## src/rtl/uart_rx_pkg.sv

```systemverilog
// Shared definitions for the parameterised UART receiver: FSM state
// encoding and the parity-sense constants.
package uart_rx_pkg;

  typedef enum logic [2:0] {
    IDLE      = 3'd0,
    START     = 3'd1,
    DATA      = 3'd2,
    PARITY    = 3'd3,
    STOP      = 3'd4,
    WAIT_IDLE = 3'd5
  } rx_state_e;

  localparam logic PAR_EVEN = 1'b0;
  localparam logic PAR_ODD  = 1'b1;

endpackage

```

## src/rtl/rx_sync_maj.sv

```systemverilog
// Input conditioning for the UART receiver: 2-flop synchroniser on rxd,
// falling-edge detector on the synchronised line, and a 2-of-3 majority
// voter over the samples at phases OVERSAMPLE/2-1, OVERSAMPLE/2 and
// OVERSAMPLE/2+1. The vote is valid during phase OVERSAMPLE/2+1.
module rx_sync_maj #(
  parameter int OVERSAMPLE = 16,
  parameter int PW         = $clog2(OVERSAMPLE)
) (
  input  logic          clk,
  input  logic          rstn,
  input  logic          rxd,
  input  logic [PW-1:0] phase,
  output logic          line,
  output logic          fell,
  output logic          maj
);

  localparam logic [PW-1:0] PH_EARLY = PW'(OVERSAMPLE / 2 - 1);
  localparam logic [PW-1:0] PH_MID   = PW'(OVERSAMPLE / 2);

  logic meta;
  logic line_d;
  logic s_early;
  logic s_mid;

  // Synchronise rxd, keep one cycle of history, capture the first two votes.
  always_ff @(posedge clk or negedge rstn) begin
    if (!rstn) begin
      // NOTE: the line flops reset to the idle level (1) so that releasing
      // reset never looks like a falling edge, i.e. never fakes a start bit.
      meta    <= 1'b1;
      line    <= 1'b1;
      line_d  <= 1'b1;
      s_early <= 1'b1;
      s_mid   <= 1'b1;
    end else begin
      // NOTE: non-blocking assignments make every flop sample the value from
      // before this edge; blocking ones would collapse the 2-flop chain.
      meta   <= rxd;
      line   <= meta;
      line_d <= line;
      if (phase == PH_EARLY) s_early <= line;
      if (phase == PH_MID)   s_mid   <= line;
    end
  end

  assign fell = line_d & ~line;
  assign maj  = (s_early & s_mid) | (s_early & line) | (s_mid & line);

endmodule

```

## src/rtl/uart_rx_param.sv

```systemverilog
// Parameterised oversampling UART receiver with a valid/ready output and
// one-cycle frame_err / par_err / overrun pulses.
// Optional feature: define UART_RX_PARITY_EN to receive and check one
// parity bit (sense chosen by PARITY_ODD); otherwise par_err is tied 0.
module uart_rx_param
  import uart_rx_pkg::*;
#(
  parameter int DATA_BITS  = 8,
  parameter int OVERSAMPLE = 16,
  parameter int STOP_BITS  = 1,
  parameter int PARITY_ODD = 0
) (
  input  logic                 clk,
  input  logic                 rstn,
  input  logic                 rxd,
  input  logic                 rx_rdy,
  output logic                 rx_vld,
  output logic [DATA_BITS-1:0] dout,
  output logic                 frame_err,
  output logic                 par_err,
  output logic                 overrun
);

  localparam int              PW        = $clog2(OVERSAMPLE);
  localparam logic [PW-1:0]   PH_DECIDE = PW'(OVERSAMPLE / 2 + 1);
  localparam logic [PW-1:0]   PH_LAST   = PW'(OVERSAMPLE - 1);
  localparam logic [3:0]      LAST_BIT  = 4'(DATA_BITS - 1);
  localparam logic            STOP_LAST = 1'(STOP_BITS - 1);

  // Reject illegal configurations at elaboration time.
  if (DATA_BITS < 5 || DATA_BITS > 8) begin : g_bad_data_bits
    $error("DATA_BITS must be 5..8");
  end
  if (OVERSAMPLE < 8 || (OVERSAMPLE % 2) != 0) begin : g_bad_oversample
    $error("OVERSAMPLE must be even and >= 8");
  end
  if (STOP_BITS != 1 && STOP_BITS != 2) begin : g_bad_stop_bits
    $error("STOP_BITS must be 1 or 2");
  end
  if (PARITY_ODD != 0 && PARITY_ODD != 1) begin : g_bad_parity_odd
    $error("PARITY_ODD must be 0 or 1");
  end

`ifdef UART_RX_PARITY_EN
  localparam rx_state_e AFTER_DATA = PARITY;
  localparam logic      PAR_SENSE  = (PARITY_ODD != 0) ? PAR_ODD : PAR_EVEN;
  logic par_take;
  logic par_mismatch;
  logic par_bad;
  logic par_err_q;
`else
  localparam rx_state_e AFTER_DATA = STOP;
`endif

  rx_state_e            state;
  rx_state_e            state_n;
  logic [PW-1:0]        phase;
  logic [3:0]           bit_cnt;
  logic                 stop_cnt;
  logic [DATA_BITS-1:0] shreg;
  logic                 line;
  logic                 fell;
  logic                 maj;
  logic                 decide;
  logic                 wrap;
  logic                 shift_en;
  logic                 stop_good;
  logic                 frame_bad;
  logic                 deliver;

  rx_sync_maj #(
    .OVERSAMPLE(OVERSAMPLE),
    .PW        (PW)
  ) u_sync (
    .clk  (clk),
    .rstn (rstn),
    .rxd  (rxd),
    .phase(phase),
    .line (line),
    .fell (fell),
    .maj  (maj)
  );

  assign decide = (phase == PH_DECIDE);
  assign wrap   = (phase == PH_LAST);

  // Next-state logic and per-cycle control strobes.
  always_comb begin
    // NOTE: every output of this block gets a default first so no path
    // leaves one unassigned, which would otherwise infer a latch.
    state_n   = state;
    shift_en  = 1'b0;
    stop_good = 1'b0;
    frame_bad = 1'b0;
`ifdef UART_RX_PARITY_EN
    par_take  = 1'b0;
`endif
    case (state)
      IDLE: begin
        if (fell) state_n = START;
      end
      START: begin
        if (decide && maj) state_n = IDLE;
        else if (wrap)     state_n = DATA;
      end
      DATA: begin
        shift_en = decide;
        if (wrap && bit_cnt == LAST_BIT) state_n = AFTER_DATA;
      end
`ifdef UART_RX_PARITY_EN
      PARITY: begin
        par_take = decide;
        if (wrap) state_n = STOP;
      end
`endif
      STOP: begin
        if (decide) begin
          if (!maj) begin
            frame_bad = 1'b1;
            state_n   = WAIT_IDLE;
          end else if (stop_cnt == STOP_LAST) begin
            stop_good = 1'b1;
            state_n   = IDLE;
          end
        end
      end
      WAIT_IDLE: begin
        if (line) state_n = IDLE;
      end
      default: state_n = IDLE;
    endcase
  end

  // State register, bit-timing counters and the data shift register.
  always_ff @(posedge clk or negedge rstn) begin
    if (!rstn) begin
      state    <= IDLE;
      phase    <= '0;
      bit_cnt  <= '0;
      stop_cnt <= 1'b0;
      shreg    <= '0;
    end else begin
      state <= state_n;
      if (state == IDLE || wrap) phase <= '0;
      else                       phase <= phase + 1'b1;
      if (state != DATA) bit_cnt <= '0;
      else if (wrap)     bit_cnt <= bit_cnt + 4'd1;
      if (state != STOP) stop_cnt <= 1'b0;
      else if (wrap)     stop_cnt <= stop_cnt + 1'b1;
      if (shift_en) shreg <= {maj, shreg[DATA_BITS-1:1]};
    end
  end

`ifdef UART_RX_PARITY_EN
  assign par_mismatch = ((^shreg) ^ maj) != PAR_SENSE;

  // Remember a parity failure until the frame ends; pulse par_err once.
  always_ff @(posedge clk or negedge rstn) begin
    if (!rstn) begin
      par_bad   <= 1'b0;
      par_err_q <= 1'b0;
    end else begin
      par_err_q <= par_take && par_mismatch;
      if (state == IDLE)                 par_bad <= 1'b0;
      else if (par_take && par_mismatch) par_bad <= 1'b1;
    end
  end

  assign par_err = par_err_q;
  assign deliver = stop_good && !par_bad;
`else
  assign par_err = 1'b0;
  assign deliver = stop_good;
`endif

  // Output holding register with valid/ready handshake and error pulses.
  always_ff @(posedge clk or negedge rstn) begin
    if (!rstn) begin
      rx_vld    <= 1'b0;
      dout      <= '0;
      frame_err <= 1'b0;
      overrun   <= 1'b0;
    end else begin
      frame_err <= frame_bad;
      overrun   <= 1'b0;
      if (deliver) begin
        if (!rx_vld || rx_rdy) begin
          dout   <= shreg;
          rx_vld <= 1'b1;
        end else begin
          overrun <= 1'b1;
        end
      end else if (rx_vld && rx_rdy) begin
        rx_vld <= 1'b0;
      end
    end
  end

endmodule

```

## config.mk

```make
export PLATFORM = sky130hd
export DESIGN_NAME = uart_rx_param
export DESIGN_NICKNAME = d
export VERILOG_FILES = /design/src/rtl/uart_rx_pkg.sv /design/src/rtl/rx_sync_maj.sv /design/src/rtl/uart_rx_param.sv
export SDC_FILE = /design/constraint.sdc
export NUM_CORES = 1
export LEC_CHECK = 0
export ABC_CLOCK_PERIOD_IN_PS = 1990
export BUFFER_PORTS_ARGS = -buffer_cell sky130_fd_sc_hd__buf_4
export CAP_MARGIN = 10
export CORE_MARGIN = 5
export CORE_UTILIZATION = 40
export DETAILED_ROUTE_END_ITERATION = 6
export PLACE_DENSITY = 0.58
export REMOVE_ABC_BUFFERS = 1
export SLEW_MARGIN = 20
export SYNTH_ARGS = -nofsm -noshare
export SYNTH_HDL_FRONTEND = slang
export SYNTH_SLANG_ARGS = --single-unit
```

## constraint.sdc

```tcl
create_clock -name clk -period 1.99 [get_ports clk]
set_input_delay 0 -clock clk [delete_from_list [all_inputs] [get_ports clk]]
set_output_delay 0 -clock clk [all_outputs]
set_load 0.01 [all_outputs]
```

Word level (Yosys, flattened, before mapping)
Index checks and enable logic that the tools add are counted.
{"block": "totals", "inputBits": 4, "regBits": 36, "word_cells": 82, "out_inout_bits": 12}
{"block": "classes", "bitwise_logic": 7, "reduce_logical": 13, "add_sub_neg": 3, "eq_ne": 18, "mux": 27}
{"cell": "2-to-1 mux 3 bit", "n": 8}
{"cell": "2-to-1 mux 1 bit", "n": 15}
{"cell": "case mux 3 bit (5 select lines)", "n": 1}
{"cell": "== test 4 bit, second input constant", "n": 3}
{"cell": "2-to-1 mux 4 bit", "n": 3}
{"cell": "inequality test 3 bit, second input constant", "n": 3}
{"cell": "adder 4 x 1 -> 4 bit, second input constant", "n": 2}
{"cell": "== test 4 x 3 -> 1 bit, second input constant", "n": 2}
{"cell": "== test 3 bit, second input constant", "n": 2}
{"cell": "inequality test 2 bit, second input constant", "n": 3}
{"cell": "AND reduction 6 bit", "n": 1}
{"cell": "nonzero test 2 bit", "n": 3}
{"cell": "AND 1 bit", "n": 4}
{"cell": "inequality test 2 x 1 -> 1 bit, second input constant", "n": 2}
{"cell": "AND reduction 2 bit", "n": 2}
{"cell": "== test 3 x 1 -> 1 bit, second input constant", "n": 1}
{"cell": "== test 3 x 2 -> 1 bit, second input constant", "n": 1}
{"cell": "logical AND 1 bit", "n": 3}
{"cell": "logical NOT 3 bit", "n": 1}
{"cell": "inequality test 3 x 2 -> 1 bit, second input constant", "n": 1}
{"cell": "logical OR 1 bit", "n": 2}
{"cell": "OR 1 bit", "n": 2}
{"cell": "adder 1 bit, second input constant", "n": 1}
{"cell": "logical NOT 1 bit", "n": 1}
{"cell": "NOT 1 bit", "n": 1}

Longest topological paths before layout
{"block": "logic_depth", "depth_word": 8, "mapped_depth": 8, "ltp_nobuf": 7}

Modules after synthesis
From an unflattened synthesis, not the netlist that was laid out.
{"block": "unflattened", "cells_unflattened": 117, "hier_area_um2": 1576.5}
{"module": "uart_rx_param", "seq_area_each_um2": 775.7, "area_per_inst_um2": 1382.6, "instances": 1, "cells_per_inst": 106}
{"module": "rx_sync_maj", "seq_area_each_um2": 131.4, "area_per_inst_um2": 193.9, "instances": 1, "cells_per_inst": 11}

Least setup slack after synthesis
OpenSTA, ideal clock, no wires.
{"block": "synth_path", "path_kind": "reg-to-reg", "start": "register phase[1]", "end": "register dout[0]", "setup_ps": 125, "synth_period_minus_slack_ps": 1899, "setup_slack_ps": 91, "n_path_buf": 1, "path_stages_with_launch": 9, "required_ps": 1865, "t_arrival_ps": 1774, "cell_sequence": "dfrtp_1 inv_1 ha_1 and3b_1 nand2_2 or3_4 nand2b_4 buf_6 mux2_4"}
{"block": "synth_between", "elab_chain_len": 4}
{"element": "start: declaration", "line": "uart_rx_param.sv:57", "text": "logic [PW-1:0] phase;"}
{"element": "start signal: assignment", "line": "uart_rx_param.sv:145", "text": "else phase <= phase + 1'b1;"}
{"element": "== test 4 bit", "line": "uart_rx_param.sv:84", "text": "assign decide = (phase == PH_DECIDE);"}
{"element": "2-to-1 mux 1 bit", "line": "uart_rx_param.sv:117", "text": "if (decide) begin"}
{"element": "2-to-1 mux 1 bit", "line": "uart_rx_param.sv:98", "text": "case (state)"}
{"element": "AND reduction 2 bit (no source line)"}
{"element": "end signal: assignment", "line": "uart_rx_param.sv:188", "text": "dout <= shreg;"}
{"element": "end: declaration", "line": "uart_rx_param.sv:18", "text": "output logic [DATA_BITS-1:0] dout,"}
No other way between the ends.
A chain may end at the register's enable or synchronous reset.

Worst setup path after layout
{"block": "layout_path", "start": "register phase[1]", "end": "register dout[5]"}
The elaborated chain is that of the path after synthesis.

==> run metrics <==
# setup viols final=0; RD Place Congestion=0.7704; internal power=1.381 mW; I/O pins=16; Num CTS Buffers=5; design area=1909 um^2; max_cap viols=0; maximum clock rate=0.5217 GHz; leakage=0.9553 nW; Die H=73.84 um; reg2reg setup slack=0.07 ns; CTS root buf=clkbuf_8; fin cells=197; fraction of layout cells with a size suffix above 1=31.29%; hold-critical path depth=3; final worst slack=0.07308 ns; Flop pwr share=47.8%; Clock Power Share=32.3%; Worst setup EP type=register; Buffers on Ports=14; worst-path maximum fanout=8; Area Growth Syn to Fin=17.11%; commonest non-fill, non-tap cells in the layout=dfrtp_1, buf_4, nor2_1, mux2_1, nand2_1; total global-route track usage=11.41%; unrepaired setup endpoints after global routing=false; # H-tree levels=2; TritonRoute pass-1 iters=4; endpoints failing hold=0; Synth Register Bits=36; R2R depth=7; via count=967; Worst-Skew Late Latency=0.29 ns; CP required=2.16 ns; HPWL after DPL=1861 um; Nets=154; initial antenna violation count=0; placeable core region=3971 um^2; Synth area leader=dfrtp_1; placed insts=185; maximum root-to-sink buffer count=2; Slowest Stage Delay on Critical Path=0.40 ns; Mapped Cells=127; CP Cell Sequence=inv_2 > ha_2 > and3b_2 > nand2_2 > or3_4 > nand2b_4 > mux2_4; CP max stage cell=dfrtp_1; crit path time final=1.917 ns; final setup TNS=0 ns; Sw Share=28.08%; Setup Slack @ Placement=0.04922 ns; Max Slew Vio Count=0; register area share after synthesis=55.64%; Antenna Cells=0; Routed WL=2653 um; Cell Pwr Density=1005 nW/um^2; synth top area cells=dfrtp_1, mux2_1, dfstp_2; post-route ant nets=0; first-pass GRT wire length=4574 um; initial core utilization=41.05%; HP Class=in -> reg; Clock Skew=0.007420 ns; Comb pwr share=19.9%; placed inst area=1763 um^2; synth unique cells=38; largest net degree at the start of global routing=37; Critical Path Source Type=register; CP arrival=2.09 ns; vias per cell=4.909; crit path kind=reg -> reg; Sinks on Clock Net=36; final worst path period share=96.33%; Avg Cell Area, Syn=12.84 um^2; CTS clk-pin slew, worst paths=0.07 ns; P_sw=538.9 uW; vias in the first global route=969; drt wl/cell=13.47 um; status=completed; die area=5452 um^2; gr ovfl total=0; maximum vdd drop=0.6563 mV; die span in x=73.84 um; drc violations=0; CTS tree=yes; Starting DRT DRC Count=36; row count=23; Cell Area, Synth=1630 um^2; fin util=48.08%; most common cell after layout, fill and taps aside=dfrtp_1; post-synth top area share=47.58%; Warnings, synthesis=0
-- cells by family (layout without fill, tap and decap cells) --
family | Yosys count | count (layout) | share of synthesized area, %
AND/OR/NAND/NOR | 39 | 39 | 12.97
flip-flops | 36 | 36 | 55.64
multiplexers | 21 | 21 | 16.27
buffers and inverters | 10 | 30 | 3.300
AO/OA/AOI/OAI | 8 | 8 | 3.914
XOR/XNOR | 7 | 7 | 3.761
adder cells (fa/ha/maj) | 5 | 5 | 3.914
other | 1 | 1 | 0.2300
-- per-stage QoR --
stage               total power, mW  hold slack, ns
finish                        1.919         0.07564
global route                  2.028         0.08944
CTS                           1.923         0.08478
detailed placement            1.292        -0.02025
global placement              1.277        -0.03029
floorplan                     1.197         -0.2956
-- worst max-delay path: cells and delay by family, from the launching register on --
kind          cells  cell delay, ns
mux               1            0.32
fa+ha+maj         1            0.16
flops             1            0.40
buf+inv           1            0.07
simple gates      4            0.86
-- final timing paths --
path	from	end
worst max-delay path	phase[1]$_DFF_PN0_	dout[5]$_DFFE_PN0P_
worst min-delay path	rx_rdy	overrun$_DFF_PN0_
worst max register to register	phase[1]$_DFF_PN0_	dout[5]$_DFFE_PN0P_
worst min register to register	u_sync.meta$_DFF_PN1_	u_sync.line$_DFF_PN1_
max in group asynchronous	rstn	u_sync.s_early$_DFFE_PN1N_
min in group asynchronous	rstn	dout[7]$_DFFE_PN0P_
-- Yosys cell counts, drive strengths merged --
library cell,number
a211oi,1
a21oi,1
a221oi,1
a2bb2oi,1
a31oi,1
a41o,1
and3,1
and3b,2
buf,6
clkbuf,1
conb,1
dfrtp,31
dfstp,5
ha,4
inv,3
maj3,1
mux2,20
mux2i,1
nand2,10
nand2b,3
nand3,1
nand4,1
nor2,13
nor2b,1
nor3,4
nor3b,1
o21ai,1
o22ai,1
or3,1
or3b,1
xnor2,4
xor2,3
-- layout make-up --
type / count / area [um^2]
flip-flops and latches: 36 / 907.1
repair buffers: 19 / 147.6
fillers: 366 / 2062
well taps: 50 / 62.56
inverters: 3 / 11.26
clock inverters: 2 / 35.03
multi-input cells: 81 / 673.1
clock buffers: 6 / 72.57
-- power by group through the flow --
stage               Sequential (mW)  Combinational [mW]  Clock [mW]
floorplan                     0.905               0.293           0
global placement              0.923               0.354           0
detailed placement            0.928               0.364           0
CTS                           0.914               0.368       0.641
global route                  0.929               0.427       0.672
finish                        0.918               0.382       0.620
-- flip-flops by register name, indices dropped and copies added (netlist names) --
signal          cells
u_sync.s_mid        1
u_sync.s_early      1
phase               4
u_sync.line         1
state               3
stop_cnt            1
overrun             1
rx_vld              1
bit_cnt             4
u_sync.meta         1
frame_err           1
dout                8
shreg               8
u_sync.line_d       1
-- metal layers --
layer	GRT usage [%]	wire, um	up-vias
met1	14.22	1267	477
met4	4.829	52	0
met5	0	0	-
li1	-	-	465
met2	17.22	1166	20
met3	4.925	167	5
-- repair_timing --
item | 4_1_cts | 5_1_grt
hold endpoints to repair | 37 | 0
gates resized for setup | 0 | 3
hold buffers | 2 | 0
endpoints found under the setup margin | 0 | 8
setup buffers | 0 | 2
Note: power is estimated with default switching activity, not from simulation.
